==> config.mk <==
export PLATFORM = sky130hd
export DESIGN_NAME = prng_dataout_flat
export DESIGN_NICKNAME = d
export VERILOG_FILES = /design/src/rtl/prng_pkg.sv /design/src/rtl/prng_dataout_if.sv /design/src/rtl/prng_lfsr.sv /design/src/rtl/prng_dataout.sv /design/src/flat_wrapper.sv
export SDC_FILE = /design/constraint.sdc
export NUM_CORES = 1
export LEC_CHECK = 0
export BUFFER_PORTS_ARGS = -buffer_cell sky130_fd_sc_hd__buf_2
export CORE_ASPECT_RATIO = 1.1
export CORE_MARGIN = 1.5
export CORE_UTILIZATION = 54
export CTS_BUF_LIST = sky130_fd_sc_hd__clkbuf_16
export CTS_CLUSTER_DIAMETER = 120
export DETAILED_ROUTE_END_ITERATION = 10
export PLACE_DENSITY_LB_ADDON = 0.08
export SYNTH_ARGS = -nofsm -noshare
export SYNTH_HDL_FRONTEND = slang
export SYNTH_HIERARCHICAL = 1
export SYNTH_SLANG_ARGS = --single-unit
==> constraint.sdc <==
create_clock -name clk -period 1.35 [get_ports clk]
set_input_delay 0.2025 -clock clk [delete_from_list [all_inputs] [get_ports clk]]
set_output_delay 0.2025 -clock clk [all_outputs]
set_load 0.02 [all_outputs]
==> src/rtl/prng_pkg.sv <==
// Shared definitions for the PRNG control FSM and its datapath stage.
//   prng_state_e       : 2-bit FSM state encoding (2'b11 is treated as IDLE)
//   PRNG_TAPS_DEFAULT  : Galois feedback mask for x^32+x^22+x^2+x+1
//   PRNG_SEED_DEFAULT  : LFSR reset value, also substituted for a zero seed
package prng_pkg;

  typedef enum logic [1:0] {
    ST_IDLE    = 2'b00,
    ST_SHIFT   = 2'b01,
    ST_DATAOUT = 2'b10
  } prng_state_e;

  localparam logic [31:0] PRNG_TAPS_DEFAULT = 32'h8020_0003;
  localparam logic [31:0] PRNG_SEED_DEFAULT = 32'h0000_0001;

endpackage

==> src/rtl/prng_dataout_if.sv <==
// Output word stream of the PRNG datapath stage.
//   out_ready  : consumer accepts the current word
//   rand_data  : current output word (OUT_W bits)
//   rand_valid : rand_data is valid
//   data_done  : one-cycle pulse after the last word of a snapshot is accepted
// master = producer (prng_dataout), slave = consumer.
interface prng_dataout_if #(
  parameter int unsigned OUT_W = 8
);
  logic             out_ready;
  logic [OUT_W-1:0] rand_data;
  logic             rand_valid;
  logic             data_done;

  modport master (input out_ready, output rand_data, output rand_valid, output data_done);
  modport slave  (output out_ready, input rand_data, input rand_valid, input data_done);
endinterface

==> src/rtl/prng_lfsr.sv <==
// Galois LFSR (right shift) with synchronous seed load.
//   clk, rstn : clock, asynchronous active-low reset (q resets to SEED_DEFAULT)
//   load      : load seed (SEED_DEFAULT if seed is zero); has priority over step
//   seed      : seed value
//   step      : advance one LFSR step
//   q         : current LFSR contents
module prng_lfsr
  import prng_pkg::*;
#(
  parameter int unsigned      WIDTH        = 32,
  parameter logic [WIDTH-1:0] TAPS         = PRNG_TAPS_DEFAULT,
  parameter logic [WIDTH-1:0] SEED_DEFAULT = PRNG_SEED_DEFAULT
) (
  input  logic             clk,
  input  logic             rstn,
  input  logic             load,
  input  logic [WIDTH-1:0] seed,
  input  logic             step,
  output logic [WIDTH-1:0] q
);

  logic [WIDTH-1:0] r_lfsr;

  always_ff @(posedge clk or negedge rstn) begin
    if (!rstn) begin
      r_lfsr <= SEED_DEFAULT;
    end else if (load) begin
      // An all-zero state would lock the LFSR, so a zero seed falls back to the default.
      r_lfsr <= (seed == '0) ? SEED_DEFAULT : seed;
    end else if (step) begin
      r_lfsr <= r_lfsr[0] ? ((r_lfsr >> 1) ^ TAPS) : (r_lfsr >> 1);
    end
  end

  assign q = r_lfsr;

endmodule

==> src/rtl/prng_dataout.sv <==
// PRNG datapath stage: steps the LFSR in SHIFT, snapshots it on entry to
// DATAOUT and streams the snapshot LSW-first over a valid/ready handshake,
// pulsing data_done after the last word so the FSM returns to SHIFT.
//   clk, rstn : clock, asynchronous active-low reset
//   state     : FSM state (prng_state_e encoding, 2'b11 = IDLE)
//   seed_load : synchronous seed load strobe
//   seed      : seed value
//   bus       : output word stream (master side)
//   lfsr_q    : current LFSR contents
module prng_dataout
  import prng_pkg::*;
#(
  parameter int unsigned      WIDTH        = 32,
  parameter int unsigned      OUT_W        = 8,
  parameter logic [WIDTH-1:0] TAPS         = PRNG_TAPS_DEFAULT,
  parameter logic [WIDTH-1:0] SEED_DEFAULT = PRNG_SEED_DEFAULT
) (
  input  logic                  clk,
  input  logic                  rstn,
  input  logic [1:0]            state,
  input  logic                  seed_load,
  input  logic [WIDTH-1:0]      seed,
  prng_dataout_if.master        bus,
  output logic [WIDTH-1:0]      lfsr_q
);

  localparam int unsigned NWORDS = WIDTH / OUT_W;
  localparam int unsigned CNT_W  = $clog2(NWORDS) + 1;

  logic [WIDTH-1:0] w_lfsr;
  logic             w_is_dataout;
  logic             w_entry;
  logic             w_xfer;
  logic             w_last;

  logic [WIDTH-1:0] r_buf;
  logic [CNT_W-1:0] r_cnt;
  logic             r_valid;
  logic             r_done;
  logic             r_prev_dataout;

  prng_lfsr #(
    .WIDTH        (WIDTH),
    .TAPS         (TAPS),
    .SEED_DEFAULT (SEED_DEFAULT)
  ) u_lfsr (
    .clk  (clk),
    .rstn (rstn),
    .load (seed_load),
    .seed (seed),
    .step (state == ST_SHIFT),
    .q    (w_lfsr)
  );

  assign w_is_dataout = (state == ST_DATAOUT);
  assign w_entry      = w_is_dataout && !r_prev_dataout;
  assign w_xfer       = r_valid && bus.out_ready;
  assign w_last       = (r_cnt == CNT_W'(NWORDS - 1));

  always_ff @(posedge clk or negedge rstn) begin
    if (!rstn) begin
      r_buf          <= '0;
      r_cnt          <= '0;
      r_valid        <= 1'b0;
      r_done         <= 1'b0;
      r_prev_dataout <= 1'b0;
    end else begin
      r_prev_dataout <= w_is_dataout;
      r_done         <= 1'b0;
      if (!w_is_dataout) begin
        // Leaving DATAOUT mid-stream aborts the transfer without a done pulse.
        r_valid <= 1'b0;
        r_cnt   <= '0;
      end else if (w_entry) begin
        // Snapshot takes the pre-edge LFSR value, so a same-cycle seed_load is not seen.
        r_buf   <= w_lfsr;
        r_cnt   <= '0;
        r_valid <= 1'b1;
      end else if (w_xfer) begin
        r_buf <= r_buf >> OUT_W;
        r_cnt <= r_cnt + 1'b1;
        if (w_last) begin
          r_valid <= 1'b0;
          r_done  <= 1'b1;
        end
      end
    end
  end

  assign bus.rand_data  = r_buf[OUT_W-1:0];
  assign bus.rand_valid = r_valid;
  assign bus.data_done  = r_done;
  assign lfsr_q         = w_lfsr;

endmodule

==> src/flat_wrapper.sv <==
// flat-port wrapper written by rule: the top's interface ports become plain ports
module prng_dataout_flat import prng_pkg::*;
#(
  parameter int unsigned      WIDTH        = 32,
  parameter int unsigned      OUT_W        = 8,
  parameter logic [WIDTH-1:0] TAPS         = PRNG_TAPS_DEFAULT,
  parameter logic [WIDTH-1:0] SEED_DEFAULT = PRNG_SEED_DEFAULT
)
  (clk, rstn, state, seed_load, seed, lfsr_q, bus_out_ready, bus_rand_data, bus_rand_valid, bus_data_done);
  prng_dataout_if #(.OUT_W(OUT_W)) bus_i ();
  input  logic clk;
  input  logic rstn;
  input  logic [1:0] state;
  input  logic seed_load;
  input  logic [WIDTH-1:0] seed;
  output logic [WIDTH-1:0] lfsr_q;
  input wire logic [$bits(bus_i.out_ready)-1:0] bus_out_ready;
  output wire logic [$bits(bus_i.rand_data)-1:0] bus_rand_data;
  output wire logic [$bits(bus_i.rand_valid)-1:0] bus_rand_valid;
  output wire logic [$bits(bus_i.data_done)-1:0] bus_data_done;
  assign bus_i.out_ready = bus_out_ready;
  assign bus_rand_data = bus_i.rand_data;
  assign bus_rand_valid = bus_i.rand_valid;
  assign bus_data_done = bus_i.data_done;
  prng_dataout #(.WIDTH(WIDTH), .OUT_W(OUT_W), .TAPS(TAPS), .SEED_DEFAULT(SEED_DEFAULT)) u_core (.clk(clk), .rstn(rstn), .state(state), .seed_load(seed_load), .seed(seed), .bus(bus_i), .lfsr_q(lfsr_q));
endmodule
### Yosys cells after proc, flatten, opt, wreduce, memory -nomap -nowiden

Cells that the tools add are included.

| storage, ports and cells | value |
|---|---|
| memory bits (read-only) | 0 |
| memories | 0 |
| RAM bits | 0 |
| register bits after elaboration | 70 |
| bits in latches | 0 |

| operators by class | value |
|---|---|
| add/sub/neg operators | 1 |
| magnitude comparators | 0 |
| equal/unequal tests | 5 |
| mux-type cells | 17 |
| bitwise gates (word level) | 1 |
| divide/modulo/power cells | 0 |
| shifts and indexed selects | 0 |
| reductions and logical operators | 8 |
| multiply operators | 0 |

Operators with widths:

| cell | count |
|---|---|
| 32-bit 2-to-1 mux | 6 |
| 32-bit zero test | 1 |
| 3-bit 2-to-1 mux | 3 |
| 1-bit 2-to-1 mux | 8 |
| 3-bit inequality test (second input constant) | 2 |
| 3-bit NOT with 4-bit output | 1 |
| 2-bit AND reduction | 2 |
| 2-bit nonzero test | 2 |
| 3-bit by 1-bit adder with 3-bit output (second input constant) | 1 |
| 3-bit by 2-bit == test with 1-bit output (second input constant) | 1 |
| 2-bit by 1-bit == test with 1-bit output (second input constant) | 1 |
| 2-bit == test (second input constant) | 1 |
| 1-bit logical AND | 2 |
| 1-bit zero test | 1 |

### Depth between registers and ports, before layout

| depth | value |
|---|---|
| depth after elaboration | 5 |
| depth in mapped cells | 6 |

### By module

Netlist, hierarchy kept.

Modules (own cells, without submodules):

| module | cells each | area each (µm²) | sequential area each (µm²) | times used |
|---|---|---|---|---|
| prng_dataout | 153 | 1809.2 | 950.9 | 1 |
| prng_lfsr | 155 | 1595.3 | 802.0 | 1 |

### Worst setup path before layout

OpenSTA, ideal clock, no wires.

| timing path | value |
|---|---|
| path kind | register to register |
| from | register u_core.r_valid, in the netlist u_core/bus.rand_valid |
| to | register u_core.r_buf[14] |
| required time | 1277 ps |
| path buffers | 1 |
| setup slack | 69 ps |
| arrival time | 1208 ps |
| stages on the path, launching flop included | 5 |
| cells stage by stage | dfrtp_1 -> nand2_4 -> a21oi_4 -> buf_6 -> a2bb2oi_2 |

| between the ends | value |
|---|---|
| word-level cells in the longest chain between the ends | 3 |

RTL lines:

| item | RTL line | text |
|---|---|---|
| start, declared | prng_dataout.sv:38 | `logic r_valid;` |
| start signal, assigned | prng_dataout.sv:64 | `r_valid <= 1'b0;` |
| start signal, assigned | prng_dataout.sv:72 | `r_valid <= 1'b0;` |
| start signal, assigned | prng_dataout.sv:78 | `r_valid <= 1'b1;` |
| 1-bit logical AND | prng_dataout.sv:57 | `assign w_xfer = r_valid && bus.out_ready;` |
| 2-bit nonzero test (no source line) | n/a |  |
| 2-bit AND reduction (no source line) | n/a |  |
| end signal, assigned | prng_dataout.sv:76 | `r_buf <= w_lfsr;` |
| end signal, assigned | prng_dataout.sv:80 | `r_buf <= r_buf >> OUT_W;` |
| end, declared | prng_dataout.sv:36 | `logic [WIDTH-1:0] r_buf;` |

No other way between the ends.
A chain may end at the register's enable or synchronous reset.

### Worst setup path in the final report

| timing path | value |
|---|---|
| from | register u_core.u_lfsr.r_lfsr[0], in the netlist u_core/u_lfsr/q[0] |
| to | output port lfsr_q[0] |

RTL lines:

| item | RTL line | text |
|---|---|---|
| start, declared | prng_lfsr.sv:22 | `logic [WIDTH-1:0] r_lfsr;` |
| start signal, assigned | prng_lfsr.sv:29 | `r_lfsr <= (seed == '0) ? SEED_DEFAULT : seed;` |
| start signal, assigned | prng_lfsr.sv:31 | `r_lfsr <= r_lfsr[0] ? ((r_lfsr >> 1) ^ TAPS) : (r_lfsr >> 1);` |
| end, declared | flat_wrapper.sv:16 | `output logic [WIDTH-1:0] lfsr_q;` |

No word-level cell between the ends.

==> impl_metrics.env <==
export IMPL_rsz0062_at_grt="false"
export IMPL_crit_fanout=3
export IMPL_max_vdd_ir_drop_mv=0.885
export IMPL_cp_num_buf_inv=1
export IMPL_max_slew_worst_pin_slew_ns=0.374
export IMPL_cts_buffer_depth=2
export IMPL_crit_family="flip-flops"
export IMPL_arrival_ns=1.08
export IMPL_critical_path_startpoint="u_core/u_lfsr/q[0]"
export IMPL_layout_commonest_cell="buf_2"
export IMPL_grt_pass1_wl_mm=13.2
export IMPL_floorplan_initialDensity=0.556
export IMPL_htreeDepth=3
export IMPL_r2r_start="u_core/bus.rand_valid"
export IMPL_cts_buffers=9
export IMPL_ys_ff_latch=70
export IMPL_syn_num_nets=348
export IMPL_crit_chain="buf_2"
export IMPL_r2r_slack_ns=0.07
export IMPL_port_buffers=79
export IMPL_yosysSeqAreaShare=0.515
export IMPL_finalCriticalPeriod_ns=1.28
export IMPL_rr_worst_depth=4
export IMPL_power_density_nw_per_um2=1530
export IMPL_max_slew_margin=0.748
export IMPL_drtIter0Drc=210
export IMPL_cts_sinks=70
export IMPL_fillCellCount=467
export IMPL_hold_viol_final=0
export IMPL_ys_dominant_reg_cell="dfrtp_1"
export IMPL_diodes=0
export IMPL_ant_nets=0
export IMPL_clock_fmax_ghz=0.781
export IMPL_wl_per_cell_um=17.4
export IMPL_grt_remaining_overflow=0
export IMPL_synth_edf_count=0
export IMPL_sw_frac_of_total=0.273
export IMPL_drt_wl_total_mm=8.21
export IMPL_max_cap_violations=0
export IMPL_cp_required_ns=1.15
export IMPL_power_switching_mw=1.78
export IMPL_antenna_found_initial=0
export IMPL_p_int_mw=4.74
export IMPL_grt_max_degree=71
export IMPL_synthCells=308
export IMPL_cts_tree="built"
export IMPL_startpoint_type="flip-flop"
export IMPL_setup_viol=0
export IMPL_hp_class="primary input to flip-flop"
export IMPL_slowest_delay_ns=0.58
export IMPL_syn_avg_cell_area_um2=11.1
export IMPL_nets=428
export IMPL_syn2layout_area_growth_pct=25.2
export IMPL_power_frac_comb=0.184
export IMPL_period_share=0.949
export IMPL_reg2reg_to="u_core/r_buf[5]"
export IMPL_grt_pass1_vias=2622
export IMPL_power_total_mw=6.52
export IMPL_fp_row_count=30
export IMPL_yosysWarnings=6
export IMPL_power_frac_seq=0.410
export IMPL_p_leak_nw=1.91
export IMPL_root_buffer="clkbuf_16"
export IMPL_post_dp_hpwl_mm=5.78
export IMPL_core_um2=6120
export IMPL_die_area_um2=6790
export IMPL_final_cell_mix="buf_2, dfrtp_1, nand2_1, o21ai_0, o22ai_1"
export IMPL_syn_area_um2=3400
export IMPL_place_congestion=0.816
export IMPL_vias=2737
export IMPL_crit_type="flip-flop to output pin"
export IMPL_synth_cell_types=36
export IMPL_io_pins=80
export IMPL_dr_pass1_iters=4
export IMPL_grt_usage=0.259
export IMPL_status="finished, final reports clean"
export IMPL_crit_end="lfsr_q[0]"
export IMPL_fin_skew_ns=0.00624
export IMPL_hold_slack_ns=0.100
export IMPL_drc=0
export IMPL_drive_gt1_frac=0.338
export IMPL_clkPwrFrac=0.406
export IMPL_slowest_stage="dfstp_2"
export IMPL_crit_path_end_kind="output pin"
export IMPL_crit_cells=1
export IMPL_worstSkewPairLatency_ns=0.33
export IMPL_viasPerCell=5.79
export IMPL_path_clk_slew_ns=0.06
export IMPL_die_w_um=78.7
export IMPL_die_h_um=86.3
export IMPL_slew_violations=0
export IMPL_ys_async_sr_fraction=1.00
cell families after synthesis:
group	count (synthesis)	synth area share
mux	29	0.0853
buf+inv	30	0.0606
flops	70	0.515
compound gates	104	0.215
simple gates	69	0.107
fa+ha+maj	2	0.00735
xor+xnor	4	0.0103
power groups by stage:
stage | clock (mW) | sequential [mW] | combinational, mW
3_5_place_dp | 0 | 2.71 | 1.17
2_1_floorplan | 0 | 2.74 | 0.738
4_1_cts | 2.68 | 2.67 | 1.21
5_1_grt | 2.76 | 2.71 | 1.30
3_3_place_gp | 0 | 2.70 | 1.15
6_report | 2.65 | 2.67 | 1.20
sequential cells by signal, indices dropped and copies added, names as in the netlist:
name	flops
u_core/u_lfsr/q	32
u_core/bus.rand_valid	1
u_core/r_prev_dataout	1
u_core/r_buf	32
u_core/bus.data_done	1
u_core/r_cnt	3
through the flow:
step	setup slack, ns	std cells	setup TNS, ns	cell area [µm²]	util
final	0.0692	473	0	4260	0.697
after global routing	0.00189	473	0	4260	0.697
after CTS	0.0313	472	0	4250	0.695
after detailed placement	-0.0221	453	-0.0221	3890	0.636
after global placement	0.0507	453	0	3890	0.636
after floorplan	0.0694	308	0	3400	-
cell type report:
| type | instances | area (µm²) | area share |
|---|---|---|---|
| Sequential cell | 70 | 1750 | 0.411 |
| Inverter | 2 | 7.51 | 0.00176 |
| Clock inverter | 7 | 113 | 0.0264 |
| Clock buffer | 9 | 225 | 0.0528 |
| Multi-Input combinational cell | 208 | 1460 | 0.342 |
| Tap cell | 80 | 100 | 0.0235 |
| Timing Repair Buffer | 97 | 608 | 0.143 |
worst min-delay path by stage:
| stage | cells after the start | end | slack [ns] | startpoint |
|---|---|---|---|---|
| detailed placement | 2 | u_core/u_lfsr/q[11] | 0.26 | rstn |
| global route | 3 | u_core/u_lfsr/q[12] | 0.11 | seed[12] |
| CTS | 3 | u_core/u_lfsr/q[14] | 0.09 | seed[14] |
| finish | 3 | u_core/u_lfsr/q[15] | 0.10 | seed[15] |
| global placement | 2 | u_core/u_lfsr/q[11] | 0.26 | rstn |
| floorplan | 0 | u_core/bus.data_done | -0.09 | rstn |
metal layers:
metal | global-route usage | part of all wire
met4 | 0.127 | 0.021
met3 | 0.0495 | 0.052
met5 | 0 | 0
met2 | 0.418 | 0.51
met1 | 0.336 | 0.42
synth_stat cells (all sizes together) (2+ instances only):
cell type	instances	area share
ha	2	0.0073
nor4	8	0.022
dfrtp	69	0.51
clkbuf	6	0.0066
o21ai	34	0.050
nor2	4	0.0044
a22o	8	0.021
a2bb2oi	16	0.060
buf	22	0.052
nor2b	2	0.0037
a21oi	11	0.019
xnor2	4	0.010
nand2b	8	0.015
o22ai	32	0.059
nand2	41	0.047
nand4	2	0.0037
mux2i	29	0.085
worst reg2reg max path: cells and delay by family (launching register included):
family                 cells  cell delay, ns
AND/OR/NAND/NOR            1            0.23
AO/OA/AOI/OAI              2            0.28
flip-flops                 1            0.45
buffers and inverters      1            0.18
what timing repair did:
item,in CTS,in global routing
hold endpoints to repair,69,0
resized for setup,1,1
setup buffers,2,1
pin swaps,0,1
endpoints found under the setup margin,3,16
hold buffers,1,0
Note: power is estimated with default switching activity, not from simulation.
